File: src/rtl/demux_tdm.sv
// demux_tdm: time-division demultiplexer, one TDM word stream -> four channels.
// A frame is four valid words (slot 0 flagged by frame_start). The channel
// outputs are updated together, one clock after the last word of the frame.
// Optional feature: define DEMUX_PARITY_EN so that each frame is followed by
// a parity word. Bit 0 of that word is P. The frame is committed only when
// the XOR of all data bits and P is 0; otherwise par_err pulses.
// Ports:
//   clk, rst          clock, synchronous active-high reset
//   din, din_valid    TDM data word and its valid strobe
//   frame_start       marks din as slot 0 of a new frame
//   a, b, c, d        registered channel outputs (slots 0..3)
//   s1, s0            index of the next slot expected (s1 = MSB)
//   frame_valid       one-cycle pulse when a..d are updated
//   par_err           one-cycle pulse on parity failure (0 without parity)
module demux_tdm #(
  parameter int unsigned DW = 1
) (
  input  logic          clk,
  input  logic          rst,
  input  logic [DW-1:0] din,
  input  logic          din_valid,
  input  logic          frame_start,
  output logic [DW-1:0] a,
  output logic [DW-1:0] b,
  output logic [DW-1:0] c,
  output logic [DW-1:0] d,
  output logic          s1,
  output logic          s0,
  output logic          frame_valid,
  output logic          par_err
);

  typedef enum logic [1:0] {
    IDLE = 2'd0,
    RUN  = 2'd1
`ifdef DEMUX_PARITY_EN
    , PAR = 2'd2
`endif
  } state_t;

  state_t        state_q, state_d;
  logic [1:0]    slot_q, slot_d;
  logic [DW-1:0] sh_q [4];
  logic [DW-1:0] sh_d [4];
  logic [DW-1:0] a_d, b_d, c_d, d_d;
  logic          fv_d;

`ifdef DEMUX_PARITY_EN
  logic          pe_d;
  logic          parity_c;

  // Even parity across the four buffered words plus the P bit of din.
  assign parity_c = ^{sh_q[0], sh_q[1], sh_q[2], sh_q[3], din[0]};
`endif

  assign s1 = slot_q[1];
  assign s0 = slot_q[0];

  // Next-state and next-output logic.
  always_comb begin
    state_d = state_q;
    slot_d  = slot_q;
    sh_d    = sh_q;
    a_d     = a;
    b_d     = b;
    c_d     = c;
    d_d     = d;
    fv_d    = 1'b0;
`ifdef DEMUX_PARITY_EN
    pe_d    = 1'b0;
`endif

    if (din_valid && frame_start) begin
      // A new frame start overrides any partial frame, whatever the state.
      sh_d[0] = din;
      slot_d  = 2'd1;
      state_d = RUN;
    end else if (din_valid) begin
      case (state_q)
        RUN: begin
          sh_d[slot_q] = din;
          if (slot_q == 2'd3) begin
            slot_d = 2'd0;
`ifdef DEMUX_PARITY_EN
            state_d = PAR;
`else
            // The slot-3 word goes straight to d, so the commit needs no extra cycle.
            a_d     = sh_q[0];
            b_d     = sh_q[1];
            c_d     = sh_q[2];
            d_d     = din;
            fv_d    = 1'b1;
            state_d = IDLE;
`endif
          end else begin
            slot_d = slot_q + 2'd1;
          end
        end
`ifdef DEMUX_PARITY_EN
        PAR: begin
          if (parity_c == 1'b0) begin
            a_d  = sh_q[0];
            b_d  = sh_q[1];
            c_d  = sh_q[2];
            d_d  = sh_q[3];
            fv_d = 1'b1;
          end else begin
            pe_d = 1'b1;
          end
          state_d = IDLE;
        end
`endif
        default: ;
      endcase
    end
  end

  // State and output registers.
  always_ff @(posedge clk) begin
    if (rst) begin
      state_q     <= IDLE;
      slot_q      <= 2'd0;
      sh_q        <= '{default: '0};
      a           <= '0;
      b           <= '0;
      c           <= '0;
      d           <= '0;
      frame_valid <= 1'b0;
    end else begin
      state_q     <= state_d;
      slot_q      <= slot_d;
      sh_q        <= sh_d;
      a           <= a_d;
      b           <= b_d;
      c           <= c_d;
      d           <= d_d;
      frame_valid <= fv_d;
    end
  end

`ifdef DEMUX_PARITY_EN
  // Parity error pulse register.
  always_ff @(posedge clk) begin
    if (rst) par_err <= 1'b0;
    else     par_err <= pe_d;
  end
`else
  assign par_err = 1'b0;
`endif

endmodule

File: config.mk
export PLATFORM = sky130hd
export DESIGN_NAME = demux_tdm
export DESIGN_NICKNAME = d
export VERILOG_FILES = /design/src/rtl/demux_tdm.sv
export SDC_FILE = /design/constraint.sdc
export NUM_CORES = 1
export LEC_CHECK = 0
export CORE_UTILIZATION = 41
export DETAILED_ROUTE_END_ITERATION = 8
export HOLD_SLACK_MARGIN = 0.03
export PLACE_DENSITY = 0.71
export SLEW_MARGIN = 20
export SYNTH_ARGS = -nofsm -noshare
export SYNTH_HDL_FRONTEND = slang
export SYNTH_SLANG_ARGS = --single-unit
File: constraint.sdc
create_clock -name clk -period 1.25 [get_ports clk]
set_input_delay 0.375 -clock clk [delete_from_list [all_inputs] [get_ports clk]]
set_output_delay 0.375 -clock clk [all_outputs]
set_load 0.01 [all_outputs]
; ---- Yosys cells after proc, flatten, opt, wreduce, memory -nomap -nowiden
; Cells that the tools add are included.
; Widths: inputs -> output; s select.
[op_classes]
add_sub_neg = 1
mul = 0
n_div = 0
order_cmp = 2
n_eq_ne = 1
shifts = 0
n_mux = 15
n_bitwise = 4
n_reduce_logical = 12
[ops]
columns = cell, n
row1 = $mux 1, 10
row2 = $mux 4, 2
row3 = $reduce_and 3->1, 2
row4 = $reduce_bool 2->1, 3
row5 = $bwmux 4, 1
row6 = $reduce_and 2->1, 2
row7 = $reduce_and 4->1, 1
row8 = $reduce_or 4->1, 1
row9 = $ge 3x3->1 const B, 1
row10 = $lt 3x1->1 const B, 1
row11 = $not 1->1, 3
row12 = $not 2->3, 1
row13 = $add 2x1->2 const B, 1
row14 = $demux 1 s2, 1
row15 = $eq 2x2->1 const B, 1
row16 = $logic_and 1x1->1, 2
row17 = $mux 2, 1
row18 = $reduce_or 2->1, 1
[totals]
register_bits = 12
latch_bits = 0
ram_bits = 0
rom_bits = 0
inputBits = 5
output_inout_bits = 8
wordCells = 47
memories = 0

; ---- Logic depth before layout (Yosys ltp)
; Gate-level depths: netlist of the first run.
[logic_depth]
word_depth = 9
mapped_depth = 5
ltp_nobuf = 5

; ---- Least setup slack after synthesis of the first run
; Ideal clock, no wire load.
[synth_path]
kind = register to register
start = register slot_q[1]
end = register sh_q[3] (netlist bit)
setup_time_ps = 66
t_arrival_ps = 1159
t_required_ps = 1184
slack_ps = 25
stages_incl_launch_ff = 6
n_path_buf = 0
period_less_slack_ps = 1225
cell_sequence = dfxtp_1 inv_1 ha_1 a21o_1 a21bo_1 a21oi_2
[synth_via]
elab_chain_len = 9
word_cells_on_any_way = 10
classes_between = order compare: 2 / mux: 6 / bitwise: 1 / reduce/logical: 1
[synth_lines]
columns = element, line_no
row1 = "start, declared", 42  ; logic [1:0] slot_q, slot_d;
row2 = "start signal, assigned", 131  ; slot_q <= slot_d;
row3 = $not 2->3 (not written as such) (*), 81  ; sh_d[slot_q] = din;
row4 = $ge 3x3->1 (not written as such) / $lt 3x1->1 (equally long branches), 81
row5 = $logic_and 1x1->1 (not written as such), 81
row6 = $mux 1 (not written as such), 81
row7 = $demux 1 s2 (*), 81
row8 = $bwmux 4 (*), 81
row9 = $mux 4 (*), 79  ; case (state_q)
row10 = $mux 4 (*), 78  ; end else if (din_valid) begin
row11 = $mux 1 (*), 73  ; if (din_valid && frame_start) begin
row12 = "end signal, assigned", 123  ; sh_q <= '{default: '0};
row13 = "end signal, assigned", 132  ; sh_q <= sh_d;
row14 = "end, declared", 43  ; logic [DW-1:0] sh_q [4];
; Every way passes the cells marked *; elsewhere a longest branch is shown, timed or not. The select of a mux whose other input is x is not followed.
; A chain may end at the register's enable or synchronous reset.

; ---- Worst setup path after layout of the first run
[layout_path]
start = register frame_valid
end = output port frame_valid
[layout_rtl]
columns = element, line_no
row1 = "start, declared", 29  ; output logic frame_valid,
row2 = "start signal, assigned", 137  ; frame_valid <= fv_d;
; No word-level cell between the ends.

==> flow_results.org, run 1 <==
** Placed design
- Prior to clock tree synthesis, the placed netlist has a worst setup slack of -0.3122 ns.
- Detailed-placement wirelength estimate :: between 600 and 700 µm
- The congestion estimate from routability-driven global placement came to a little under 0.7.
- Number of buffer cells added on primary ports :: 11

** Critical path
- Walking the worst path, the cells encountered are dlygate4sd2_1.
- Peak fanout along the critical path :: 1
- Largest stage delay on the critical path :: 0.30 ns
- Crit path launch type :: flip-flop
- Kind of critical path :: reg2out
- STA classifies the critical path endpoint as an output pin.
- Worst EP arrival :: 0.83 ns
- The kind of cell with the highest combined delay along the critical path is flip-flops.
- Highest-delay cell along the critical path :: dfxtp_1
- Data required, critical path :: 0.88 ns
- The number of buffers and inverters on the critical path is 1.

** Timing
- In the finished design, the share of the clock period the worst path needs comes to 96.22%.
- For the final routed database, the setup TNS stands at 0 ns.
- Number of hold-slack violations in the final timing report :: 0
- RSZ-0062 raised after global routing :: yes
- Setup violations remaining at the end of the flow were counted as 0.
- Final count of pins violating max slew :: 0
- On the final layout, the worst hold slack is 0.4701 ns.
- After layout, the worst setup slack is 0.04722 ns.
- Minimum period implied by the final worst setup slack :: 1.203 ns
- Fmax :: 831.4 MHz
- Clk_skew :: between 0.005 and 0.006 ns

** CTS
- At the later pin of the worst-skew pair, clock insertion delay measures 0.26 ns.
- TritonCTS built the clock tree.
- The tree is rooted in a clkbuf_4.
- After clock tree synthesis, the flow added hold-fix buffers numbering 0.
- The clock drives 11 sinks.
- Counting the buffers created by CTS gives 3.
- Clock slew at reported path FFs :: ~0.070 ns
- In this run the number of H-tree levels came out at 1.
- The clock passes through at most 2 buffers.

** Synth
- In this run, synthesis produced a sequential element count of 11.
- Ranking of synthesized cells by area :: dfxtp_1 (41%), mux2i_1 (11%), ha_1 (9.4%), nor2_1 (5.6%), nand4b_1 (4.9%)
- The top cell type by area accounts for 41.31% of the synthesized area.
- After synthesis, the largest family of logic cells by area is simple AND/OR/NAND/NOR gates.
- Proportion of synthesized chip area in sequential cells :: 41.31%
- The Yosys step of the flow raised 0 warnings.
- After synthesis, the share of cell area in mux cells is 11.27%.
- Simple-gate share of the synthesized area :: about a fifth
- The synthesized netlist devotes 9.390% of its cell area to adder and majority cells.
- Xor/xnor share of the synthesized area :: 0%
- Leading area contributor after synthesis :: dfxtp_1
- Average cell area after synthesis :: 9.871 µm²
- Counting every net in the synthesized netlist gives 63.
- Yosys mapped the design onto 20 distinct sky130hd cell types.
- In this run the cell area of the synthesized design comes to 533.0 µm².
- Synthesis produced a netlist whose cell count is 54.
- The synthesized netlist devotes 10.09% of its cell area to compound gates.

** Die
- Die Area :: 1448 µm²
- Y dimension of the die :: 38.06 µm
- Horiz. Die Dim :: 38.06 µm
- Initial core utilization :: 46.10%
- Placeable core region :: 1156 µm²
- The floorplan has 12 rows.
- In this run the count of I/O pins placed on the die edge is 13.

** Detailed routing
- The pre-antenna-repair detailed-routing pass consisted of 4 iterations.
- Post-detailed-route via-to-cell ratio :: 4.805
- For this block, the routed nets add up to 908 µm of wire.
- Wire length per cell :: 10.44 µm
- Across all layers, the routed design uses 418 vias.
- Number of nets with antenna violations after detailed routing :: 0
- Number of DRC markers after the initial detailed-route iteration :: 14
- After detailed routing, the number of remaining DRC violations is 0.

** Global routing
- Global routing consumed, on the met2 layer, 23.31% of the routing resources.
- GRT Total Usage :: ~15%
- Number of global-route vias before repair :: 374
- Initial antenna violation count :: 0
- Wire length of the first global-routing pass :: 1511 µm
- Met3 demand-to-capacity share in global routing :: 8.721%
- The global routing stage identified its most utilized layer as met2.
- Entering global routing, the biggest net connects 10 pins.
- Global routing used a little under a fifth of the available met1 tracks.
- Remaining global-route overflow :: 0

** Finish
- Area of the multi-input gates :: 280.3 µm²
- Fraction of the core area covered by cells at the end of the flow :: 60.61%
- Fill cells :: 100
- Number of nets in the finished design :: 83
- Layout overhead on the synthesized area :: 31.46%
- Storage element area :: around 220 µm²
- Fraction of final layout cells with drive strength greater than 1 :: 30.14%
- Antenna Diode Count :: 0

** Power and ir drop
- IR analysis of the VDD net gives a maximum drop of 0.6128 mV.
- Power spread over the standard cell area amounts to ~970 nW/µm².
- Internal power comes to 0.0005239 W.
- The completed layout was analyzed and its total power is 0.0006771 W.
- Combinational share of power :: 11.6%
- Switching power total :: approximately 0.00015 W
- Sequential power share :: 54.2%
- For this design the static power due to leakage is 0.3672 nW.
- The clock network is responsible for 34.2% of the overall power.
- Switching Fraction :: 22.63%

** Worst hold path
- The tightest min-delay check is of the reg2reg type.

** Job
- Number of max-capacitance violations reported :: 0

** Run status
- Run status :: finished, final reports clean
-- repair_timing --
item	4_1_cts	5_1_grt
buffers inserted	0	1
pin swaps	0	3
gates resized for setup	14	10
setup endpoints to repair	13	8
-- cells by family after synthesis --
family,count (synthesis)
compound gates,8
other cells,1
fa+ha+maj,4
simple gates,18
flops,11
mux,6
buf+inv,6
-- cell type report --
cell class | instances | area share (%)
well taps | 14 | 2.500
flip-flops and latches | 11 | 31.79
repair buffers | 19 | 20.89
multi-input cells | 37 | 40.00
inverters | 2 | 1.071
clock buffers | 4 | 3.750
-- routing by layer --
metal,part of all wire (%),up-vias
met5,0,-
met4,0,0
met3,5.8,0
met2,45,12
met1,49,185
li1,-,221
-- registers in the layout, indices dropped and copies added, names as in the netlist --
signal,flops
state_q,1
c,1
d,1
frame_valid,1
b,1
a,1
sh_q,3
slot_q,2
-- worst paths after layout --
check        slack, ns  cells after the start   startpoint           to
max reg2reg       0.06                      5    slot_q[1]            c
min reg2reg       0.47                      2    slot_q[1]    slot_q[1]
max               0.05                      1  frame_valid  frame_valid
min               0.47                      2    slot_q[1]    slot_q[1]
-- power by group through the flow --
| stage | combinational (W) | clock [W] | sequential (W) |
|---|---|---|---|
| 2_1_floorplan | 0.0000455 | 0 | 0.000372 |
| 3_3_place_gp | 0.0000807 | 0 | 0.000374 |
| 3_5_place_dp | 0.0000817 | 0 | 0.000374 |
| 4_1_cts | 0.0000784 | 0.000243 | 0.000367 |
| 5_1_grt | 0.0000888 | 0.000265 | 0.000368 |
| 6_report | 0.0000788 | 0.000232 | 0.000367 |
-- layout by cell type, fill, tap and decap left out, types with 3 or more instances in the layout --
cell	netlist	final
dfxtp_1	11	9
nor2_1	8	8
buf_4	2	8
mux2i_1	6	6
nand2_1	4	4
clkbuf_2	0	4
nand4b_1	3	3
clkbuf_4	0	3
dlygate4sd2_1	0	3
-- stage by stage --
| step | cell area, µm² | std cells |
|---|---|---|
| floorplan | 533.0 | 54 |
| CTS | 705.7 | 86 |
| global route | 700.7 | 87 |
| detailed placement | 683.2 | 82 |
| finish | 700.7 | 87 |
| global placement | 683.2 | 82 |
-- cells in the mapped netlist --
cell type	count
dfxtp_1	11
nor2_1	8
mux2i_1	6
ha_1	4
nand2_1	4
nand4b_1	3
a21oi_1	2
buf_4	2
inv_1	2
o21ai_0	2
a21bo_1	1
a21o_1	1
a21oi_2	1
a22oi_1	1
buf_6	1
clkbuf_1	1
conb_1	1
nand3_1	1
nand4b_4	1
nor3b_1	1
(Power assumes the default switching activity.)
==> inputs of run 2 (changes only) <==
CORE_MARGIN = 4   (was unset)
==> run 2 against run 1 <==
Net effect:
- register-to-register slack hardly changed
- utilization is 1.7 points higher
- sequential share of layout area is 1.1 points lower
- clock power is 4% higher
- critical path type unchanged
- largest power group unchanged
==> flow_results.org, run 2 (synthesis results as in run 1) <==
** Run status
- Run status :: finished, final reports clean

** Timing
- The highest clock frequency the design can meet came to 824.3 MHz (-0.86%).
- The count of endpoints failing setup in the final report was 0 (unchanged).
- The setup TNS came to 0 ns (unchanged).
- The final hold violation count came to 0 (unchanged).
- The ratio of final minimum period to clock period was 97.05% (+0.83 points).
- Final count of pins violating max slew :: 0 (unchanged)
- The post-route minimum period is 1.213 ns (+0.01039 ns).
- RSZ-0062 raised after global routing :: yes
- The worst setup skew after layout was 0.006665 ns (+0.001550 ns).

** CTS
- Clock slew at reported path FFs :: 0.07 ns (about the same)
- Hold_buf cts :: 0 (unchanged)
- Clock insertion delay at the later pin of the skew report :: 0.27 ns (about the same)
- H-tree depth :: 1 (unchanged)
- TritonCTS built the clock tree.
- The clock buffer count from CTS was 3 (unchanged).
- CTS Root Buffer Type :: clkbuf_4
- Maximum buffer depth of the clock tree :: 2 (unchanged)
- The number of clock sinks seen by CTS is 11 (unchanged).

** Critical path
- R2R Setup Slk :: 0.05 ns (about the same)
- Kind of critical path :: reg2out
- Largest stage delay on the critical path :: 0.29 ns (about the same)
- The worst setup path is launched from a flip-flop.
- Walking the worst path, the cells encountered are dlygate4sd2_1.
- Peak fanout along the critical path :: 1 (unchanged)
- The worst path buffer plus inverter count is 1 (unchanged).
- The arrival time of the worst setup path is 0.84 ns (about the same).
- Highest-delay cell along the critical path :: dfxtp_1
- Top cell family by delay on the critical path :: flip-flops
- Critical R2R Capture :: sh_q[3]
- The number of cell instances on the worst register-to-register path is 6 (+1).
- In this run the critical register-to-register path is launched from slot_q[0].
- The worst setup path is captured at an output pin.
- Data required, critical path :: 0.88 ns (about the same)

** Detailed routing
- Number of DRC violations after detailed routing :: 0 (unchanged)
- The total iterations of the first detailed-routing run is 4 (unchanged).
- The via total after detailed routing is 431 (+3.1%).
- Wire length per cell :: 11.25 µm (+7.8%)
- The detailed router's first-iteration violation count is 12 (-2).
- The total wire length after detailed routing came to 990 µm (+9.0%).
- Number of nets with antenna violations after detailed routing :: 0 (unchanged)
- The vias per cell is 4.898 (+1.9%).

** Finish
- The utilization after layout is 62.29% (+1.7 points).
- Storage element area :: 224.0 µm² (+0.56%)
- Flip-flop count of the largest register, all copies and words added :: 3 (unchanged)
- The total number of nets in the final design was 84 (+1.2%).
- The largest registers in the layout are sh_q: 3 flops, slot_q: 2 flops.
- The library cell used most frequently in the layout, excluding fill and tap cells, is buf_4.
- Ranked by flip-flop count, first place goes to sh_q.
- Fill cells :: 104 (+4.0%)
- The antenna cell count was 0 (unchanged).
- In the layout the commonest cells are buf_4 (9), nor2_1 (8), dfxtp_1 (8), mux2i_1 (6), nand2_1 (4).
- Fraction of final layout cells with drive strength greater than 1 :: 33.78% (+3.6 points)
- Area of the multi-input gates :: 290.3 µm² (+3.6%)
- From synthesis to final layout, the design area changed by 36.85%.

** Die
- Y dimension of the die :: 44.06 µm (+16%)
- Initial core utilization :: 45.51% (-0.59 points)
- The placeable core region came to 1171 µm² (+1.3%).
- Cell row count :: 12 (unchanged)
- Top-level port count :: 13 (unchanged)
- The overall die area was 1941 µm² (+34%).
- The horizontal die dimension is 44.06 µm (+16%).

** Job
- Number of max-capacitance violations reported :: 0 (unchanged)

** Power and ir drop
- The combinational share of power is 12.5% (+0.9 points).
- Switching power total :: 0.0001642 W (+7.2%)
- The sequential fraction of design power was 52.8% (-1.4 points).
- LEAKAGE :: 0.3892 nW (+6.0%)
- Maximum vdd drop :: 0.7000 mV (+14%)
- Clock network fraction of design power :: 34.6% (+0.4 points)
- Total power divided by cell area :: 952.3 nW/µm² (-1.5%)
- The net switching share of the total power was 23.63% (+1.0 points).
- The internal power came to 0.0005305 W (+1.3%).

** Global routing
- Initial antenna violation count :: 0 (unchanged)
- GRT Total Usage :: 12.13% (-3.2 points)
- Wire length of the first global-routing pass :: 1656 µm (+9.6%)
- The via count of the first global-routing pass was 390 (+4.3%).
- Remaining global-route overflow :: 0 (unchanged)
- Maximum number of pins on one net before global-route repair :: 10 (unchanged)

** Worst hold path
- For hold timing, the worst endpoint is slot_q[1].
- The worst hold path begins at slot_q[1].
- WHS Path Cells :: 2 (unchanged)
- The path class of the tightest hold or removal check is reg2reg.

** Placed design
- Number of buffer cells added on primary ports :: 11 (unchanged)
- The placed wire-length estimate after detailed placement came to 738.2 µm (+5.8%).
- The final RePlAce weighted congestion came to 0.7349 (+6.8%).
-- run 2: changes by cell type in the layout (fill, tap and decap cells not counted), sizes merged --
cell / delta
dlygate4sd2: -2
clkbuf: -1
dlymetal6s2s: +2
buf: +2
-- run 2: worst max path at each step --
stage | from | to | slack (ns) | depth (start not counted)
after global placement | frame_start | c | -0.26 | 4
after floorplan | slot_q[1] | sh_q[3] | 0.03 | 5
after global routing | slot_q[0] | sh_q[3] | -0.004 | 6
after detailed placement | frame_start | a | -0.27 | 4
final | frame_valid | frame_valid | 0.04 | 1
after CTS | slot_q[0] | sh_q[3] | 0.008 | 6
-- run 2: tightest hold or removal path: cells and delay by family (launching register included) --
family / cells / cell delay [ns]
flip-flops: 1 / 0.33
AO/OA/AOI/OAI: 1 / 0.05
AND/OR/NAND/NOR: 1 / 0.05
-- run 2: per-stage QoR --
| step | setup WS (ns) | instance area [µm²] | total power, W | hold WS (ns) | std cells |
|---|---|---|---|---|---|
| 2_1_floorplan | 0.02530 | 533.0 | 0.0004172 | 0.4374 | 54 |
| 3_5_place_dp | -0.2680 | 698.2 | 0.0004610 | 0.4809 | 84 |
| 6_report | 0.03683 | 729.5 | 0.0006947 | 0.4702 | 88 |
| 5_1_grt | -0.004301 | 729.5 | 0.0007386 | 0.5101 | 88 |
| 4_1_cts | 0.008223 | 732.0 | 0.0007088 | 0.4744 | 88 |
| 3_3_place_gp | -0.2592 | 698.2 | 0.0004594 | 0.4783 | 84 |
-- run 2: power groups by stage --
stage / clock, W / combinational (W) / sequential, W
5_1_grt: 0.000274 / 0.0000962 / 0.000368
3_5_place_dp: 0 / 0.0000866 / 0.000374
6_report: 0.000241 / 0.0000869 / 0.000367
4_1_cts: 0.000255 / 0.0000866 / 0.000367
3_3_place_gp: 0 / 0.0000854 / 0.000374
2_1_floorplan: 0 / 0.0000455 / 0.000372
-- run 2: timing repair --
action	in CTS	in global routing
pin swaps	1	1
setup buffers	0	0
endpoints found under the hold margin	0	0
gates resized for setup	19	9
setup endpoints to repair	10	13
-- run 2: metal layers --
layer  routed length, µm  share of wire (%)  GRT usage (%)
met1                 483                 49          14.85
met2                 407                 41          17.44
met3                  83                8.4          6.098
met4                  15                1.5          6.024
met5                   0                  0              0
-- run 2: cell type report --
type                    instances  share of cell area [%]
repair buffers                 20                   22.47
well taps                      14                   2.401
multi-input cells              37                   39.79
inverters                       2                   1.029
clock buffers                   4                   3.602
flip-flops and latches         11                   30.70
